--- config.mk ---
export PLATFORM = sky130hd
export DESIGN_NAME = pc_sequencer
export DESIGN_NICKNAME = d
export VERILOG_FILES = /design/src/rtl/pc_sequencer.sv
export SDC_FILE = /design/constraint.sdc
export NUM_CORES = 1
export LEC_CHECK = 0
export CORE_MARGIN = 2
export CORE_UTILIZATION = 33
export DETAILED_ROUTE_END_ITERATION = 10
export PLACE_DENSITY = 0.8
export SYNTH_ARGS = -nofsm -noshare
export SYNTH_HDL_FRONTEND = slang
export SYNTH_SLANG_ARGS = --single-unit
--- constraint.sdc ---
create_clock -name clk -period 2.4 [get_ports clk]
set_clock_uncertainty 0.1 [all_clocks]
set_input_delay 0.48 -clock clk [delete_from_list [all_inputs] [get_ports clk]]
set_output_delay 0.48 -clock clk [all_outputs]
set_load 0.03 [all_outputs]
--- src/rtl/pc_sequencer.sv ---
`default_nettype none
// ============================================================================
// Module   : pc_sequencer
// Brief    : Fetch/branch controller for the program counter. Runs the
//            memory fetch handshake and issues increment/load strobes.
//            Optional return-address stack enabled by PC_SEQ_STACK_EN.
// Revision : 1.0 - initial release
// ============================================================================
module pc_sequencer #(
    parameter int WIDTH       = 8,
    parameter int STACK_DEPTH = 4
) (
    input  logic             clk,
    input  logic             rst,
    input  logic             start,
    input  logic             halt,
    input  logic [WIDTH-1:0] pc_val,
    input  logic             mem_ack,
    input  logic             dec_jmp,
    input  logic             dec_call,
    input  logic             dec_ret,
    input  logic [WIDTH-1:0] dec_target,
    output logic             pc_en,
    output logic             pc_load,
    output logic [WIDTH-1:0] pc_load_val,
    output logic             pc_oe,
    output logic             mem_req,
    output logic             busy,
    output logic             fault
);

    typedef enum logic [1:0] {
        S_IDLE   = 2'd0,
        S_FETCH  = 2'd1,
        S_UPDATE = 2'd2
    } t_state;

    t_state             r_state_q, w_state_d;
    logic               r_pc_en_q, w_pc_en_d;
    logic               r_pc_load_q, w_pc_load_d;
    logic [WIDTH-1:0]   r_pc_load_val_q, w_pc_load_val_d;
    logic               r_mem_req_q, w_mem_req_d;
    logic               r_pc_oe_q, w_pc_oe_d;
    logic               r_busy_q, w_busy_d;
    logic               r_fault_q, w_fault_d;
    logic               r_halt_q, w_halt_d;
    logic               r_err_q, w_err_d;

`ifdef PC_SEQ_STACK_EN
    localparam int            SPW       = $clog2(STACK_DEPTH) + 1;
    localparam logic [SPW-1:0] c_SP_ONE = SPW'(1);
    localparam logic [SPW-1:0] c_FULL   = SPW'(STACK_DEPTH);
    localparam logic [WIDTH-1:0] c_PC_ONE = WIDTH'(1);

    logic [WIDTH-1:0]   r_stack_q [STACK_DEPTH];
    logic [SPW-1:0]     r_sp_q, w_sp_d;
    logic [SPW-1:0]     w_sp_m1;
    logic               w_push;
    logic [WIDTH-1:0]   w_pc_inc;

    assign w_sp_m1  = r_sp_q - c_SP_ONE;
    assign w_pc_inc = pc_val + c_PC_ONE;
`else
    logic w_unused_ret;
    assign w_unused_ret = dec_ret;
`endif

    always_comb begin
        w_state_d       = r_state_q;
        w_pc_en_d       = 1'b0;
        w_pc_load_d     = 1'b0;
        w_pc_load_val_d = '0;
        w_mem_req_d     = 1'b0;
        w_pc_oe_d       = 1'b0;
        w_busy_d        = 1'b0;
        w_fault_d       = r_fault_q;
        w_halt_d        = 1'b0;
        w_err_d         = 1'b0;
`ifdef PC_SEQ_STACK_EN
        w_sp_d          = r_sp_q;
        w_push          = 1'b0;
`endif
        case (r_state_q)
            S_IDLE: begin
                if (start && !r_fault_q) begin
                    w_state_d   = S_FETCH;
                    w_mem_req_d = 1'b1;
                    w_pc_oe_d   = 1'b1;
                    w_busy_d    = 1'b1;
                end
            end
            S_FETCH: begin
                w_busy_d = 1'b1;
                w_halt_d = r_halt_q | halt;
                if (mem_ack) begin
                    // Action is resolved here so UPDATE strobes come straight from flops.
                    w_state_d = S_UPDATE;
`ifdef PC_SEQ_STACK_EN
                    if (dec_ret) begin
                        if (r_sp_q == '0) begin
                            w_fault_d = 1'b1;
                            w_err_d   = 1'b1;
                        end else begin
                            w_pc_load_d     = 1'b1;
                            w_pc_load_val_d = r_stack_q[w_sp_m1[SPW-2:0]];
                            w_sp_d          = w_sp_m1;
                        end
                    end else if (dec_call) begin
                        if (r_sp_q == c_FULL) begin
                            w_fault_d = 1'b1;
                            w_err_d   = 1'b1;
                        end else begin
                            w_push          = 1'b1;
                            w_sp_d          = r_sp_q + c_SP_ONE;
                            w_pc_load_d     = 1'b1;
                            w_pc_load_val_d = dec_target;
                        end
                    end else if (dec_jmp) begin
                        w_pc_load_d     = 1'b1;
                        w_pc_load_val_d = dec_target;
                    end else begin
                        w_pc_en_d = 1'b1;
                    end
`else
                    if (dec_jmp || dec_call) begin
                        w_pc_load_d     = 1'b1;
                        w_pc_load_val_d = dec_target;
                    end else begin
                        w_pc_en_d = 1'b1;
                    end
`endif
                end else begin
                    w_mem_req_d = 1'b1;
                    w_pc_oe_d   = 1'b1;
                end
            end
            S_UPDATE: begin
                if (r_err_q || r_halt_q || halt) begin
                    w_state_d = S_IDLE;
                end else begin
                    w_state_d   = S_FETCH;
                    w_mem_req_d = 1'b1;
                    w_pc_oe_d   = 1'b1;
                    w_busy_d    = 1'b1;
                end
            end
            default: w_state_d = S_IDLE;
        endcase
    end

    always_ff @(posedge clk) begin
        if (rst) begin
            r_state_q       <= S_IDLE;
            r_pc_en_q       <= 1'b0;
            r_pc_load_q     <= 1'b0;
            r_pc_load_val_q <= '0;
            r_mem_req_q     <= 1'b0;
            r_pc_oe_q       <= 1'b0;
            r_busy_q        <= 1'b0;
            r_fault_q       <= 1'b0;
            r_halt_q        <= 1'b0;
            r_err_q         <= 1'b0;
        end else begin
            r_state_q       <= w_state_d;
            r_pc_en_q       <= w_pc_en_d;
            r_pc_load_q     <= w_pc_load_d;
            r_pc_load_val_q <= w_pc_load_val_d;
            r_mem_req_q     <= w_mem_req_d;
            r_pc_oe_q       <= w_pc_oe_d;
            r_busy_q        <= w_busy_d;
            r_fault_q       <= w_fault_d;
            r_halt_q        <= w_halt_d;
            r_err_q         <= w_err_d;
        end
    end

`ifdef PC_SEQ_STACK_EN
    always_ff @(posedge clk) begin
        if (rst) begin
            r_sp_q <= '0;
            for (int i = 0; i < STACK_DEPTH; i++) begin
                r_stack_q[i] <= '0;
            end
        end else begin
            r_sp_q <= w_sp_d;
            if (w_push) begin
                r_stack_q[r_sp_q[SPW-2:0]] <= w_pc_inc;
            end
        end
    end
`endif

    assign pc_en       = r_pc_en_q;
    assign pc_load     = r_pc_load_q;
    assign pc_load_val = r_pc_load_val_q;
    assign pc_oe       = r_pc_oe_q;
    assign mem_req     = r_mem_req_q;
    assign busy        = r_busy_q;
    assign fault       = r_fault_q;

endmodule
`default_nettype wire

==> reports/results.tsv, run 1 <==
metric	value	unit
status	finished clean	
top-area cell type share of the netlist area	62.7	%
CP Capture Type	output pin	
Synth Area in Adders	0	%
Ys Warns	0	
total power	0.470	mW
Max Root-Sink Buffers	2	
Global Route met2 Usage	21.9	%
Max-slew headroom	61.2	%
top post-synthesis cells by area	dfxtp_1 (63%), nor3b_1 (13%), or3b_2 (3.7%)	
CP Cell Sequence	clkdlybuf4s50_1	
hold_sp	r_halt_q$_SDFF_PP0_	
largest net degree at the start of global routing	12	
maximum VDD drop	0.244	mV
synth-to-layout area growth	61.9	%
Final Wtd Congestion	0.616	
CTS root buf	clkbuf_4	
number of max-cap violations	0	
Avg WL per Cell	11.5	um
Final Core Density	58.2	%
Post-Syn Area	479	um2
DIE WIDTH	42.1	um
Synth Area in Compound Gates	5.22	%
GR Util met3	3.88	%
port bufs	27	
Ant. Diodes	0	
total clock buffers created by CTS	3	
simple-gate area share of the yosys netlist	26.6	%
Least-Margin Pin Slew	0.580	ns
Final Critical Period	1.85	ns
Initial Util	35.9	%
CTS sink cnt	15	
critical path launch point	pc_load_val[4]$_SDFF_PP0_	
Final Slew Violations	0	
row cnt	13	
RSZ-0062 raised after global routing	false	
final setup margin	0.554	ns
Die Span Y	42.1	um
Final #Nets	94	
Final Setup Violations	0	
antenna-violating nets left	0	
post-synthesis sequential area ratio	62.7	%
delay of the slowest critical-path stage	0.67	ns
GR peak layer	met2	
Reg clk slew, reported paths	0.08	ns
FMAX	542	MHz
# resized after CTS	0	
CTS tree	built	
total track usage	13.0	%
Congestion Overflow GR	0	
Slowest-stage cell, CP	clkdlybuf4s50_1	
post-synthesis mux area share	0	%
setup bufs post-CTS	0	
Worst R2R Start	r_state_q[0]$_SDFFE_PP0P_	
synthesis-stage register bit count	15	
non-filler cells, final	84	
Hold Vio Cnt, Final	0	
largest family of logic cells by synthesized area	simple AND/OR/NAND/NOR gates	
vias per cell	4.56	
residual DRC count	0	
post-DP HPWL	732	um
initial antenna violation count	0	
startpoint types	flop	
Cells after Synth	41	
area leader, netlist	dfxtp_1	
Hold Slack	0.399	ns
PwrDens	606	nW/um2
H-Tree Depth	1	
Core Area	1330	um2
syn_nets	65	
cell family with most CP delay	buffers and inverters	
Vias	383	
CP required	1.82	ns
Worst Path Max Fanout	1	
WP buf/inv	1	
vias in the first global route	376	
Avg Cell Area, Syn	11.7	um2
share of layout cells above drive strength 1	8.70	%
worst min path class	flop to flop	
Starting DRT DRC Count	9	
critical path type	flop to output pin	
Post-Route WL	965	um
final instance area	776	um2
I/O pins	38	
pre-CTS setup slack	0.425	ns
hold buffers post-CTS	0	
global routing usage on met1	12.8	%
setup TNS	0	ns
placed cells	80	
Post-Synth XOR/XNOR Area	0	%
Final period util	76.9	%
worst-skew pair later-pin latency	0.27	ns
dpl cell area	749	um2
Total Die Area	1770	um2
DRT Pass-1 Iters	3	
Yosys cell types	15	
first-pass GRT wire length	1660	um
crit path DAT	1.27	ns
Leak	0.282	nW
-- state kept, by name, summed over array words and instances, names as in the netlist --
register and flops:
r_halt_q 1, pc_en 1, pc_oe 1, busy 1, r_state_q 2, pc_load 1
pc_load_val 8
-- layout make-up --
| class | instances | area (um2) |
|---|---|---|
| clock buffers | 4 | 26.3 |
| repair buffers | 27 | 270 |
| inverters | 1 | 3.75 |
| fillers | 114 | 558 |
| well taps | 15 | 18.8 |
| multi-input cells | 22 | 156 |
| flip-flops and latches | 15 | 300 |
-- final timing paths --
kind	end	slack, ns	cells past startpoint
max	pc_load_val[4]	0.55	1
min reg2reg	r_halt_q$_SDFF_PP0_	0.40	2
min	r_halt_q$_SDFF_PP0_	0.40	2
max reg2reg	pc_load_val[4]$_SDFF_PP0_	1.10	2
-- kinds of logic after synthesis --
group	after synthesis
AND/OR/NAND/NOR	17
flip-flops	15
other	1
AO/OA/AOI/OAI	4
buffers and inverters	4
-- power by group --
part	internal, mW	total [mW]	switching, mW
Clock	0.0644	0.138	0.0736
Combinational	0.0400	0.0706	0.0306
Sequential	0.257	0.261	0.00444
-- synthesized netlist by cell type --
cell / number
a21oi_1: 1
a31oi_1: 2
buf_4: 2
clkbuf_1: 1
conb_1: 1
dfxtp_1: 15
inv_1: 1
nand4bb_1: 1
nor2_1: 3
nor3_1: 1
nor3b_1: 8
nor4b_1: 1
o21bai_1: 1
or3b_2: 2
or4b_4: 1
-- worst reg2reg max path, stage by stage, from the launching register on --
cell and delay, ns:
dfxtp_1 0.41, nand4bb_1 0.41, nor3b_1 0.30
-- layer usage --
metal  wire length (um)  share of wire (%)  up-vias
met5                  0                  0        -
li1                   -                  -      196
met4                 21                2.2        0
met1                380                 39      172
met3                 48                5.0        2
met2                514                 53       13
-- placed cells by master (no fill, tap or decap), drive strengths merged --
cell	synthesis	layout
clkdlybuf4s50	0	27
dfxtp	15	15
nor3b	8	8
clkbuf	1	4
nor2	3	3
or3b	2	2
a31oi	2	2
nand4bb	1	1
or4b	1	1
o21bai	1	1
a21oi	1	1
nor3	1	1
nor4b	1	1
inv	1	1
conb	1	1
Power figures use the tool's default switching activity.
==> run 2, diff against run 1 <==
--- a/config.mk
+++ b/config.mk
@@ -6,9 +6,9 @@
 export NUM_CORES = 1
 export LEC_CHECK = 0
 export CORE_MARGIN = 2
-export CORE_UTILIZATION = 33
+export CORE_UTILIZATION = 31
 export DETAILED_ROUTE_END_ITERATION = 10
-export PLACE_DENSITY = 0.8
+export PLACE_DENSITY = 0.76
 export SYNTH_ARGS = -nofsm -noshare
 export SYNTH_HDL_FRONTEND = slang
 export SYNTH_SLANG_ARGS = --single-unit
==> constraint.sdc (replaced) <==
create_clock -name clk -period 1.8 [get_ports clk]
set_clock_uncertainty 0.1 [all_clocks]
set_input_delay 0.36 -clock clk [delete_from_list [all_inputs] [get_ports clk]]
set_output_delay 0.36 -clock clk [all_outputs]
set_load 0.03 [all_outputs]
==> reports/results.tsv, run 2 (synthesis results as in run 1) <==
metric	value	unit	change
maximum VDD drop	0.392	mV	+61%
Hold Slack	0.392	ns	-0.00773 ns
Seq pwr share	55.2	%	-0.4 points
Congestion Overflow GR	0		unchanged
switching pwr	0.148	mW	+36%
hold depth	2		unchanged
WP buf/inv	1		unchanged
row cnt	14		+1
FMAX	574	MHz	
initial antenna violation count	0		unchanged
largest net degree at the start of global routing	12		unchanged
P_int	0.484	mW	+34%
crit path DAT	1.28	ns	about the same
I/O pins	38		unchanged
share of layout cells above drive strength 1	11.3	%	+2.6 points
DRT Pass-1 Iters	1		-2
Vias	403		+5.2%
Avg WL per Cell	11.3	um	-1.6%
CTS tree	built		
most frequent cells in the layout	clkdlybuf4s50_1 (26), dfxtp_1 (15), nor3b_1 (8), nor2_1 (3), clkbuf_4 (3)		
Max Root-Sink Buffers	2		unchanged
DIE WIDTH	43.3	um	+2.9%
max FFs per register	8		unchanged
antenna-violating nets left	0		unchanged
synth-to-layout area growth	65.8	%	
Initial Util	32.6	%	-3.4 points
most common cell after layout, fill and taps aside	clkdlybuf4s50_1		
Starting DRT DRC Count	0		-9
vias in the first global route	410		+9.0%
Final Slew Violations	0		unchanged
sw frac	23.4	%	+0.30 points
Ant. Diodes	0		unchanged
number of max-cap violations	0		unchanged
status	finished clean		
Slowest-stage cell, CP	clkdlybuf4s50_1		
Core Area	1470	um2	+10%
setup bufs post-CTS	0		unchanged
CTS root buf	clkbuf_4		
CP Capture Type	output pin		
Final #Nets	96		+2.1%
cell family with most CP delay	buffers and inverters		
delay of the slowest critical-path stage	0.67	ns	about the same
CP Cell Sequence	clkdlybuf4s50_1		
CTS sink cnt	15		unchanged
setup TNS	0	ns	unchanged
worst min path class	flop to flop		
Worst Path Max Fanout	2		+1
Die Span Y	43.3	um	+2.9%
Leak	0.306	nW	+8.4%
worst-skew pair later-pin latency	0.27	ns	about the same
first-pass GRT wire length	1570	um	-5.4%
Final period util	96.8	%	
total track usage	12.0	%	-1.0 points
Reg clk slew, reported paths	0.08	ns	about the same
Final Setup Violations	0		unchanged
total clock buffers created by CTS	3		unchanged
reg2reg setup slack	0.55	ns	-0.55 ns
fillcell total	147		+29%
Comb pwr share	15.3	%	+0.3 points
Endpoint, Worst Hold	r_halt_q$_SDFF_PP0_		
Clk network pwr share	29.6	%	+0.2 points
Post-Route WL	983	um	+1.9%
worst flop-to-flop path endpoint	pc_oe$_SDFF_PP0_		
critical path type	flop to output pin		
residual DRC count	0		unchanged
Final Critical Period	1.74	ns	
Worst Reg2Reg Path Length in Cells	2		unchanged
startpoint types	flop		
CP required	1.34	ns	-0.48 ns
Total Die Area	1880	um2	+5.8%
RSZ-0062 raised after global routing	false		
hold buffers post-CTS	0		unchanged
Final Wtd Congestion	0.643		+4.2%
PwrDens	795	nW/um2	+31%
# resized after CTS	0		unchanged
hold_sp	r_halt_q$_SDFF_PP0_		
vias per cell	4.63		+1.6%
Hold Vio Cnt, Final	0		unchanged
post-DP HPWL	745	um	+1.8%
H-Tree Depth	1		unchanged
port bufs	27		unchanged
Worst R2R Start	r_state_q[0]$_SDFFE_PP0P_		
[run 2: per-layer routing]
| layer | GRT usage [%] | wire length [um] | part of all wire, % | vias to the layer above |
|---|---|---|---|---|
| met5 | 0 | 0 | 0 | - |
| met4 | 12.7 | 19 | 1.9 | 0 |
| met3 | 2.55 | 78 | 7.9 | 2 |
| met2 | 20.9 | 511 | 52 | 18 |
| met1 | 10.7 | 374 | 38 | 182 |
| li1 | - | - | - | 201 |
[run 2: how the worst max path moves through the flow]
stage,startpoint,endpoint,cells past startpoint
finish,pc_oe$_SDFF_PP0_,mem_req,1
global placement,halt,pc_oe$_SDFF_PP0_,3
global route,pc_oe$_SDFF_PP0_,mem_req,1
detailed placement,halt,pc_oe$_SDFF_PP0_,3
floorplan,halt,pc_oe$_SDFF_PP0_,2
CTS,pc_oe$_SDFF_PP0_,pc_oe,1
[run 2: cell type report]
class / count / area [um2] / share of cell area (%)
Sequential cell: 15 / 300 / 37.8
Timing Repair Buffer: 29 / 288 / 36.2
Multi-Input combinational cell: 22 / 156 / 19.7
Clock buffer: 4 / 26.3 / 3.31
Tap cell: 16 / 20.0 / 2.52
Inverter: 1 / 3.75 / 0.472
[run 2: per-stage QoR]
stage	power [mW]	instances	utilization (%)	cell area, um2	setup slack, ns
finish	0.632	87	54.0	795	0.0569
global placement	0.452	83	52.0	766	0.142
global route	0.668	87	54.0	795	0.00721
detailed placement	0.454	83	52.0	766	0.131
floorplan	0.402	41	-	479	0.606
CTS	0.643	87	53.8	792	0.0237
[run 2: power groups by stage]
| stage | clock network (mW) | logic (mW) | registers [mW] |
|---|---|---|---|
| 3_3_place_gp | 0 | 0.0960 | 0.356 |
| 2_1_floorplan | 0 | 0.0309 | 0.371 |
| 5_1_grt | 0.214 | 0.103 | 0.351 |
| 6_report | 0.187 | 0.0964 | 0.348 |
| 4_1_cts | 0.196 | 0.0976 | 0.349 |
| 3_5_place_dp | 0 | 0.0971 | 0.357 |
[run 2: tightest hold or removal path, stage by stage, from the launching register on]
cell and delay [ns]:
dfxtp_1 0.32, nor2_1 0.08, nor4b_1 0.05
